===== src/rtl/decode_buffer_pkg.sv =====
// Shared types for the IF->ID decode buffer: opcode map, immediate selector,
// the decoded packet layout and the immediate builder.
// Optional feature macro: DECODE_BUFFER_ILLEGAL_CHK_EN (per-entry illegal flag).
package decode_buffer_pkg;

  localparam int DECODE_PC_W = 32;

  typedef enum logic [6:0] {
    OP_LUI    = 7'b0110111,
    OP_AUIPC  = 7'b0010111,
    OP_JAL    = 7'b1101111,
    OP_JALR   = 7'b1100111,
    OP_BR     = 7'b1100011,
    OP_LOAD   = 7'b0000011,
    OP_STORE  = 7'b0100011,
    OP_IMM    = 7'b0010011,
    OP_REG    = 7'b0110011,
    OP_FENCE  = 7'b0001111,
    OP_SYSTEM = 7'b1110011
  } rv32i_opcode_t;

  typedef enum logic [2:0] {
    IMM_NONE,
    IMM_I,
    IMM_S,
    IMM_B,
    IMM_U,
    IMM_J
  } imm_sel_t;

  typedef struct packed {
    logic [DECODE_PC_W-1:0] pc;
    logic [31:0]            instr;
    logic [6:0]             opcode;
    logic [2:0]             funct3;
    logic [6:0]             funct7;
    logic [4:0]             rs1;
    logic [4:0]             rs2;
    logic [4:0]             rd;
    logic [31:0]            imm;
    logic                   rs1_used;
    logic                   rs2_used;
    logic                   rd_we;
  } decoded_pkt_t;

  // Assemble the sign-extended immediate for the chosen instruction format.
  function automatic logic [31:0] build_imm(input imm_sel_t sel, input logic [31:0] i);
    logic [31:0] imm;
    case (sel)
      IMM_I:   imm = {{20{i[31]}}, i[31:20]};
      IMM_S:   imm = {{20{i[31]}}, i[31:25], i[11:7]};
      IMM_B:   imm = {{19{i[31]}}, i[31], i[7], i[30:25], i[11:8], 1'b0};
      IMM_U:   imm = {i[31:12], 12'b0};
      IMM_J:   imm = {{11{i[31]}}, i[31], i[19:12], i[20], i[30:21], 1'b0};
      default: imm = 32'b0;
    endcase
    return imm;
  endfunction

endpackage


===== src/rtl/decode_buffer_if.sv =====
// Handshake bundle between fetch, the decode buffer and the ID stage.
// slave = the buffer itself, master = the surrounding pipeline.
interface decode_buffer_if
  import decode_buffer_pkg::*;
#(
  parameter int DEPTH = 4,
  parameter int PC_W  = 32
);

  localparam int CNT_W = $clog2(DEPTH + 1);

  logic             flush;
  logic             in_valid;
  logic             in_ready;
  logic [PC_W-1:0]  in_pc;
  logic [31:0]      in_instr;
  logic             out_valid;
  logic             out_ready;
  decoded_pkt_t     out_pkt;
  logic             out_illegal;
  logic [CNT_W-1:0] count;

  modport slave (
    input  flush, in_valid, in_pc, in_instr, out_ready,
    output in_ready, out_valid, out_pkt, out_illegal, count
  );

  modport master (
    output flush, in_valid, in_pc, in_instr, out_ready,
    input  in_ready, out_valid, out_pkt, out_illegal, count
  );

endinterface


===== src/rtl/decode_buffer_instr_field_decode.sv =====
// Purely combinational field split of one RV32I instruction word into a
// decoded packet, plus an illegal-encoding indication.
module instr_field_decode
  import decode_buffer_pkg::*;
#(
  parameter int PC_W = 32
) (
  input  logic [31:0]     instr,
  input  logic [PC_W-1:0] pc,
  output decoded_pkt_t    pkt,
  output logic            illegal
);

  imm_sel_t   imm_sel;
  logic [6:0] opc;
  logic [2:0] f3;
  logic [6:0] f7;

  assign opc = instr[6:0];
  assign f3  = instr[14:12];
  assign f7  = instr[31:25];

  // Raw fields always pass through; only the used/we flags depend on opcode.
  always_comb begin
    pkt          = '0;
    imm_sel      = IMM_NONE;
    pkt.pc       = DECODE_PC_W'(pc);
    pkt.instr    = instr;
    pkt.opcode   = opc;
    pkt.rd       = instr[11:7];
    pkt.funct3   = f3;
    pkt.rs1      = instr[19:15];
    pkt.rs2      = instr[24:20];
    pkt.funct7   = f7;
    case (opc)
      OP_REG: begin
        pkt.rs1_used = 1'b1;
        pkt.rs2_used = 1'b1;
        pkt.rd_we    = 1'b1;
      end
      OP_IMM, OP_LOAD: begin
        imm_sel      = IMM_I;
        pkt.rs1_used = 1'b1;
        pkt.rd_we    = 1'b1;
      end
      OP_JALR: begin
        imm_sel      = IMM_I;
        pkt.rs1_used = 1'b1;
        pkt.rd_we    = 1'b1;
      end
      OP_STORE: begin
        imm_sel      = IMM_S;
        pkt.rs1_used = 1'b1;
        pkt.rs2_used = 1'b1;
      end
      OP_BR: begin
        imm_sel      = IMM_B;
        pkt.rs1_used = 1'b1;
        pkt.rs2_used = 1'b1;
      end
      OP_LUI, OP_AUIPC: begin
        imm_sel   = IMM_U;
        pkt.rd_we = 1'b1;
      end
      OP_JAL: begin
        imm_sel   = IMM_J;
        pkt.rd_we = 1'b1;
      end
      default: begin
        imm_sel = IMM_NONE;
      end
    endcase
    // x0 is never a real destination, so suppress the write enable for it.
    if (instr[11:7] == 5'd0) begin
      pkt.rd_we = 1'b0;
    end
    pkt.imm = build_imm(imm_sel, instr);
  end

  // Flag encodings outside the RV32I base set or with reserved funct fields.
  always_comb begin
    illegal = 1'b0;
    case (opc)
      OP_REG: begin
        if (f7 != 7'h00 && f7 != 7'h20) begin
          illegal = 1'b1;
        end else if (f7 == 7'h20 && f3 != 3'b000 && f3 != 3'b101) begin
          illegal = 1'b1;
        end
      end
      OP_LOAD:  illegal = (f3 == 3'b011) || (f3 == 3'b110) || (f3 == 3'b111);
      OP_STORE: illegal = (f3 > 3'b010);
      OP_BR:    illegal = (f3 == 3'b010) || (f3 == 3'b011);
      OP_JALR:  illegal = (f3 != 3'b000);
      OP_LUI, OP_AUIPC, OP_JAL, OP_IMM, OP_FENCE, OP_SYSTEM: illegal = 1'b0;
      default:  illegal = 1'b1;
    endcase
    if (instr[1:0] != 2'b11) begin
      illegal = 1'b1;
    end
  end

endmodule


===== src/rtl/decode_buffer.sv =====
// IF->ID decode buffer: decodes each accepted fetch word and queues the
// packet in a DEPTH-entry circular FIFO toward the ID stage.
// Optional feature macro: DECODE_BUFFER_ILLEGAL_CHK_EN stores an illegal bit
// per entry; without it out_illegal is tied low.
module decode_buffer
  import decode_buffer_pkg::*;
#(
  parameter int DEPTH = 4,
  parameter int PC_W  = 32
) (
  input logic            clk,
  input logic            rst,
  decode_buffer_if.slave bus
);

  localparam int AW = $clog2(DEPTH);
  localparam int CW = $clog2(DEPTH + 1);

  logic [AW-1:0] rd_ptr;
  logic [AW-1:0] wr_ptr;
  logic [CW-1:0] count_q;
  logic          in_ready;
  logic          out_valid;
  logic          push;
  logic          pop;
  decoded_pkt_t  dec_pkt;
  logic          dec_illegal;
  decoded_pkt_t  mem [DEPTH];

  instr_field_decode #(
    .PC_W (PC_W)
  ) u_decode (
    .instr   (bus.in_instr),
    .pc      (bus.in_pc),
    .pkt     (dec_pkt),
    .illegal (dec_illegal)
  );

  // Readiness depends only on occupancy, never on out_ready.
  assign in_ready  = (count_q != CW'(DEPTH));
  assign out_valid = (count_q != '0);
  assign push      = bus.in_valid & in_ready & ~bus.flush;
  assign pop       = out_valid & bus.out_ready & ~bus.flush;

  assign bus.in_ready  = in_ready;
  assign bus.out_valid = out_valid;
  assign bus.count     = count_q;
  assign bus.out_pkt   = out_valid ? mem[rd_ptr] : '0;

  // Pointer and occupancy bookkeeping; flush wins over any push/pop.
  always_ff @(posedge clk or negedge rst) begin
    if (!rst) begin
      rd_ptr  <= '0;
      wr_ptr  <= '0;
      count_q <= '0;
    end else if (bus.flush) begin
      rd_ptr  <= '0;
      wr_ptr  <= '0;
      count_q <= '0;
    end else begin
      if (push) begin
        wr_ptr <= wr_ptr + AW'(1);
      end
      if (pop) begin
        rd_ptr <= rd_ptr + AW'(1);
      end
      case ({push, pop})
        2'b10:   count_q <= count_q + CW'(1);
        2'b01:   count_q <= count_q - CW'(1);
        default: count_q <= count_q;
      endcase
    end
  end

  // Packet storage; contents are meaningless until written, so no reset.
  always_ff @(posedge clk) begin
    if (push) begin
      mem[wr_ptr] <= dec_pkt;
    end
  end

`ifdef DECODE_BUFFER_ILLEGAL_CHK_EN
  logic ill_mem [DEPTH];

  // Illegal flag captured alongside each packet.
  always_ff @(posedge clk) begin
    if (push) begin
      ill_mem[wr_ptr] <= dec_illegal;
    end
  end

  assign bus.out_illegal = out_valid & ill_mem[rd_ptr];
`else
  logic unused_illegal;
  assign unused_illegal  = dec_illegal;
  assign bus.out_illegal = 1'b0;
`endif

endmodule


===== src/flat_wrapper.sv =====
// flat-port wrapper written by rule: the top's interface ports become plain ports
module decode_buffer_flat import decode_buffer_pkg::*;
#(
  parameter int DEPTH = 4,
  parameter int PC_W  = 32
)
  (clk, rst, bus_flush, bus_in_valid, bus_in_pc, bus_in_instr, bus_out_ready, bus_in_ready, bus_out_valid, bus_out_pkt, bus_out_illegal, bus_count);
  decode_buffer_if #(.DEPTH(DEPTH), .PC_W(PC_W)) bus_i ();
  input logic clk;
  input logic rst;
  input wire logic [$bits(bus_i.flush)-1:0] bus_flush;
  input wire logic [$bits(bus_i.in_valid)-1:0] bus_in_valid;
  input wire logic [$bits(bus_i.in_pc)-1:0] bus_in_pc;
  input wire logic [$bits(bus_i.in_instr)-1:0] bus_in_instr;
  input wire logic [$bits(bus_i.out_ready)-1:0] bus_out_ready;
  output wire logic [$bits(bus_i.in_ready)-1:0] bus_in_ready;
  output wire logic [$bits(bus_i.out_valid)-1:0] bus_out_valid;
  output wire logic [$bits(bus_i.out_pkt)-1:0] bus_out_pkt;
  output wire logic [$bits(bus_i.out_illegal)-1:0] bus_out_illegal;
  output wire logic [$bits(bus_i.count)-1:0] bus_count;
  assign bus_i.flush = bus_flush;
  assign bus_i.in_valid = bus_in_valid;
  assign bus_i.in_pc = bus_in_pc;
  assign bus_i.in_instr = bus_in_instr;
  assign bus_i.out_ready = bus_out_ready;
  assign bus_in_ready = bus_i.in_ready;
  assign bus_out_valid = bus_i.out_valid;
  assign bus_out_pkt = bus_i.out_pkt;
  assign bus_out_illegal = bus_i.out_illegal;
  assign bus_count = bus_i.count;
  decode_buffer #(.DEPTH(DEPTH), .PC_W(PC_W)) u_core (.clk(clk), .rst(rst), .bus(bus_i));
endmodule

===== config.mk =====
export PLATFORM = sky130hd
export DESIGN_NAME = decode_buffer_flat
export DESIGN_NICKNAME = d
export VERILOG_FILES = /design/src/rtl/decode_buffer_pkg.sv /design/src/rtl/decode_buffer_if.sv /design/src/rtl/decode_buffer_instr_field_decode.sv /design/src/rtl/decode_buffer.sv /design/src/flat_wrapper.sv
export SDC_FILE = /design/constraint.sdc
export NUM_CORES = 1
export LEC_CHECK = 0
export BUFFER_PORTS_ARGS = -buffer_cell sky130_fd_sc_hd__buf_2
export CAP_MARGIN = 40
export CORE_MARGIN = 3
export CORE_UTILIZATION = 40
export DETAILED_ROUTE_END_ITERATION = 6
export HOLD_SLACK_MARGIN = 0.03
export SYNTH_ARGS = -nofsm -noshare
export SYNTH_HDL_FRONTEND = slang
export SYNTH_SLANG_ARGS = --single-unit

===== constraint.sdc =====
create_clock -name clk -period 4.69 [get_ports clk]
set_clock_uncertainty 0.1 [all_clocks]
set_input_delay 0.469 -clock clk [delete_from_list [all_inputs] [get_ports clk]]
set_output_delay 0.469 -clock clk [all_outputs]
set_load 0.02 [all_outputs]

==> impl_metrics.yaml <==
status:
  status: "finished clean"
grt:
  grt.total_usage: 0.163
  grt_remaining_overflow: 0
  grt_pass1_vias: 8641
  global_route_wire_length_before_repair_mm: 54.0
  antenna_found_initial: 4
  grt_max_degree: 63
timing:
  setup_viols_final: 0
  final_min_period_over_clock_period: 0.717
  maxSlewHeadroom: 0.438
  unrepaired_setup_endpoints_after_global_routing: "no"
  timing_hold_violations_final: 0
  fin_hold_ws_ps: 69.1
  tightest_slew_ps: 840
  final-max-slew-violation-count: 0
  fmax_ghz: 0.297
  setup_tns_ps: 0
  final.min_clock_period_ps: 3360
setup_path:
  crit_arrival_ps: 2800
  timing.critical_path.fanout_max: 43
  type_of_element_capturing_the_critical_path: "output pin"
  worst_endpoint_required_time_ps: 4120
  worst-setup-path-type: "flop to output pin"
  critPathLaunchType: "flop"
  depth_of_the_worst_register_to_register_path: 7
pwr:
  cellLeakagePower_uw: 0.00685
  worst_ir_drop_vdd_mv: 0.359
  power-per-cell-area_mw_per_mm2: 554
job:
  max_capacitance_violation_total: 0
clock_tree:
  clk_latency_ps: 550
  cts.clk_slew.worst_paths_ps: 60
  cts_tree: "yes"
  clk_path_buf_depth: 3
  cts_num_sinks: 403
  post_cts_setup_repair_bufs: 0
  number_of_buffers_inserted_during_clock_tree_synthesis: 44
  htreeDepth: 2
  cts.root.buffer_cell: "clkbuf_16"
die:
  top_level_ports: 206
  fp.dieArea_mm2: 0.0430
  die_y_um: 207
  floorplan.die.width_um: 207
  floorplan.rows: 73
  placeableCoreArea_mm2: 0.0399
  start_util: 0.407
finish:
  area_growth_pct: 20.0
  layout.cells.most_common_list: "edfxtp_1 (396), buf_2 (204), and2_1 (106)"
  post_route_cells_drive_above_1_share: 0.378
  final_common_cell: "edfxtp_1"
  layoutNonFillerInstCount: 1580
  num-nets-final: 1097
  postLayoutCoreUtil: 0.488
logic_synthesis:
  asyncSetResetFlopFracSynth: 0.0174
  syn_area_mm2: 0.0162
  synth_ff_type: "edfxtp_1"
  syn_area_per_cell_um2: 20.4
  ys.warnings.count: 0
  synth.top_cells.by_area: "edfxtp_1 (73%), mux4_2 (14%), and2_1 (4.2%), buf_4 (1.5%), dfrtp_1 (1.1%)"
  postSynthCellCount: 797
  ys_seq_elements: 403
  synth_area_leader_cell: "edfxtp_1"
  synth_sequential_area_ratio: 0.744
  yosys.area.top_type_share: 0.733
  synth_enable_flop_cells: 396
  synth_cell_types: 50
  syn-num-nets: 871
drt:
  via_count: 8051
  drt_wl_total_mm: 34.7
  drt-wirelength-per-cell_um: 21.9
  viasPerCell: 5.10
  dr.pass1.iters: 4
  post-route-drc-count: 0
  drt-initial-drc-count: 411
  ant_nets: 0
placement:
  numPortBuffers: 204
  place_congestion: 0.752
  place_hpwl_mm: 20.3
  dp.cells: 1466
hold_path:
  hold_path_class: "primary input to flop"
  min_delay_path_depth: 1
worst paths after layout:
check	startpoint	endpoint	slack, ps
min	bus_in_instr[19]	u_core.mem[2][86]$_DFFE_PP_	70
max in group asynchronous	rst	u_core.rd_ptr[1]$_DFFE_PN0P_	4110
min reg2reg	u_core.wr_ptr[1]$_DFFE_PN0P_	u_core.wr_ptr[1]$_DFFE_PN0P_	520
max reg2reg	u_core.bus.count[0]$_DFFE_PN0P_	u_core.bus.count[2]$_DFFE_PN0P_	1980
max	u_core.rd_ptr[0]$_DFFE_PN0P_	bus_out_pkt[2]	1330
min in group asynchronous	rst	u_core.rd_ptr[0]$_DFFE_PN0P_	190
flip-flops by register name, summed over array words and instances (netlist names):
signal and cells:
u_core.bus.count 3, u_core.mem 396, u_core.rd_ptr 2, u_core.wr_ptr 2
cell usage after synthesis (2+ instances only):
master    instances
clkbuf_1         21
a21oi_1           7
nor3b_1           2
nand2b_1          2
mux2i_1           2
nor2_1           14
inv_1             3
nand2_1          11
buf_2             9
mux4_2           99
a21o_1           20
and2_1          110
ha_1              4
and4b_1           2
edfxtp_1        396
dfrtp_1           7
nand3_1           4
buf_4            33
o21ai_0           4
xor2_1            2
buf_1             2
a22o_1            4
nor2_2            2
o21bai_1          2
buf_6            10
metrics by stage:
| stage | setup WS [ps] | instance area [um^2] | power [uW] |
|---|---|---|---|
| 2_1_floorplan | 771 | 16200 | 6650 |
| 3_3_place_gp | 1840 | 17600 | 7490 |
| 3_5_place_dp | 1840 | 17700 | 7510 |
| 4_1_cts | 1230 | 19500 | 11000 |
| 5_1_grt | 1110 | 19500 | 11300 |
| 6_report | 1330 | 19500 | 10800 |
where the power goes:
part	switching (uW)	internal, uW	total, uW	leakage, uW
Clock	1360	2060	3420	0.000691
Sequential	140	4150	4290	0.00367
Combinational	1840	1250	3090	0.00249
Total	3330	7460	10800	0.00685
what timing repair did:
item	4_1_cts	5_1_grt
gates resized for setup	0	0
hold buffers	36	0
hold endpoints to repair	147	0
per-layer routing:
layer	vias to the layer above	wire length [um]	part of all wire	track usage
met2	230	16200	0.47	0.255
met5	-	21	0.00061	0
met4	4	612	0.018	0.0386
met1	4160	15500	0.45	0.230
li1	3607	-	-	-
met3	50	2380	0.069	0.0473
worst max-delay path: stages (launching register included):
cell and delay [ps]:
dfrtp_4 790, buf_12 410, mux4_2 600, and2_1 190
buf_2 170
cell type report:
class / count / area, um^2
Clock inverter: 23 / 253
Sequential cell: 403 / 12100
Inverter: 3 / 11.3
Fill cell: 3327 / 20400
Timing Repair Buffer: 255 / 1610
Tap cell: 525 / 657
Antenna cell: 1 / 2.50
Clock buffer: 54 / 1180
Multi-Input combinational cell: 316 / 3680
cells by family after synthesis:
| logic type | share of synthesized area |
|---|---|
| muxes | 0.140 |
| other | 0.000231 |
| xor gates and xnor gates | 0.00262 |
| buffers and inverters | 0.0310 |
| and+or+nand+nor | 0.0596 |
| adders and majority gates | 0.00432 |
| AOI/OAI and AO/OA | 0.0191 |
| DFF | 0.744 |
Power figures use the tool's default switching activity.
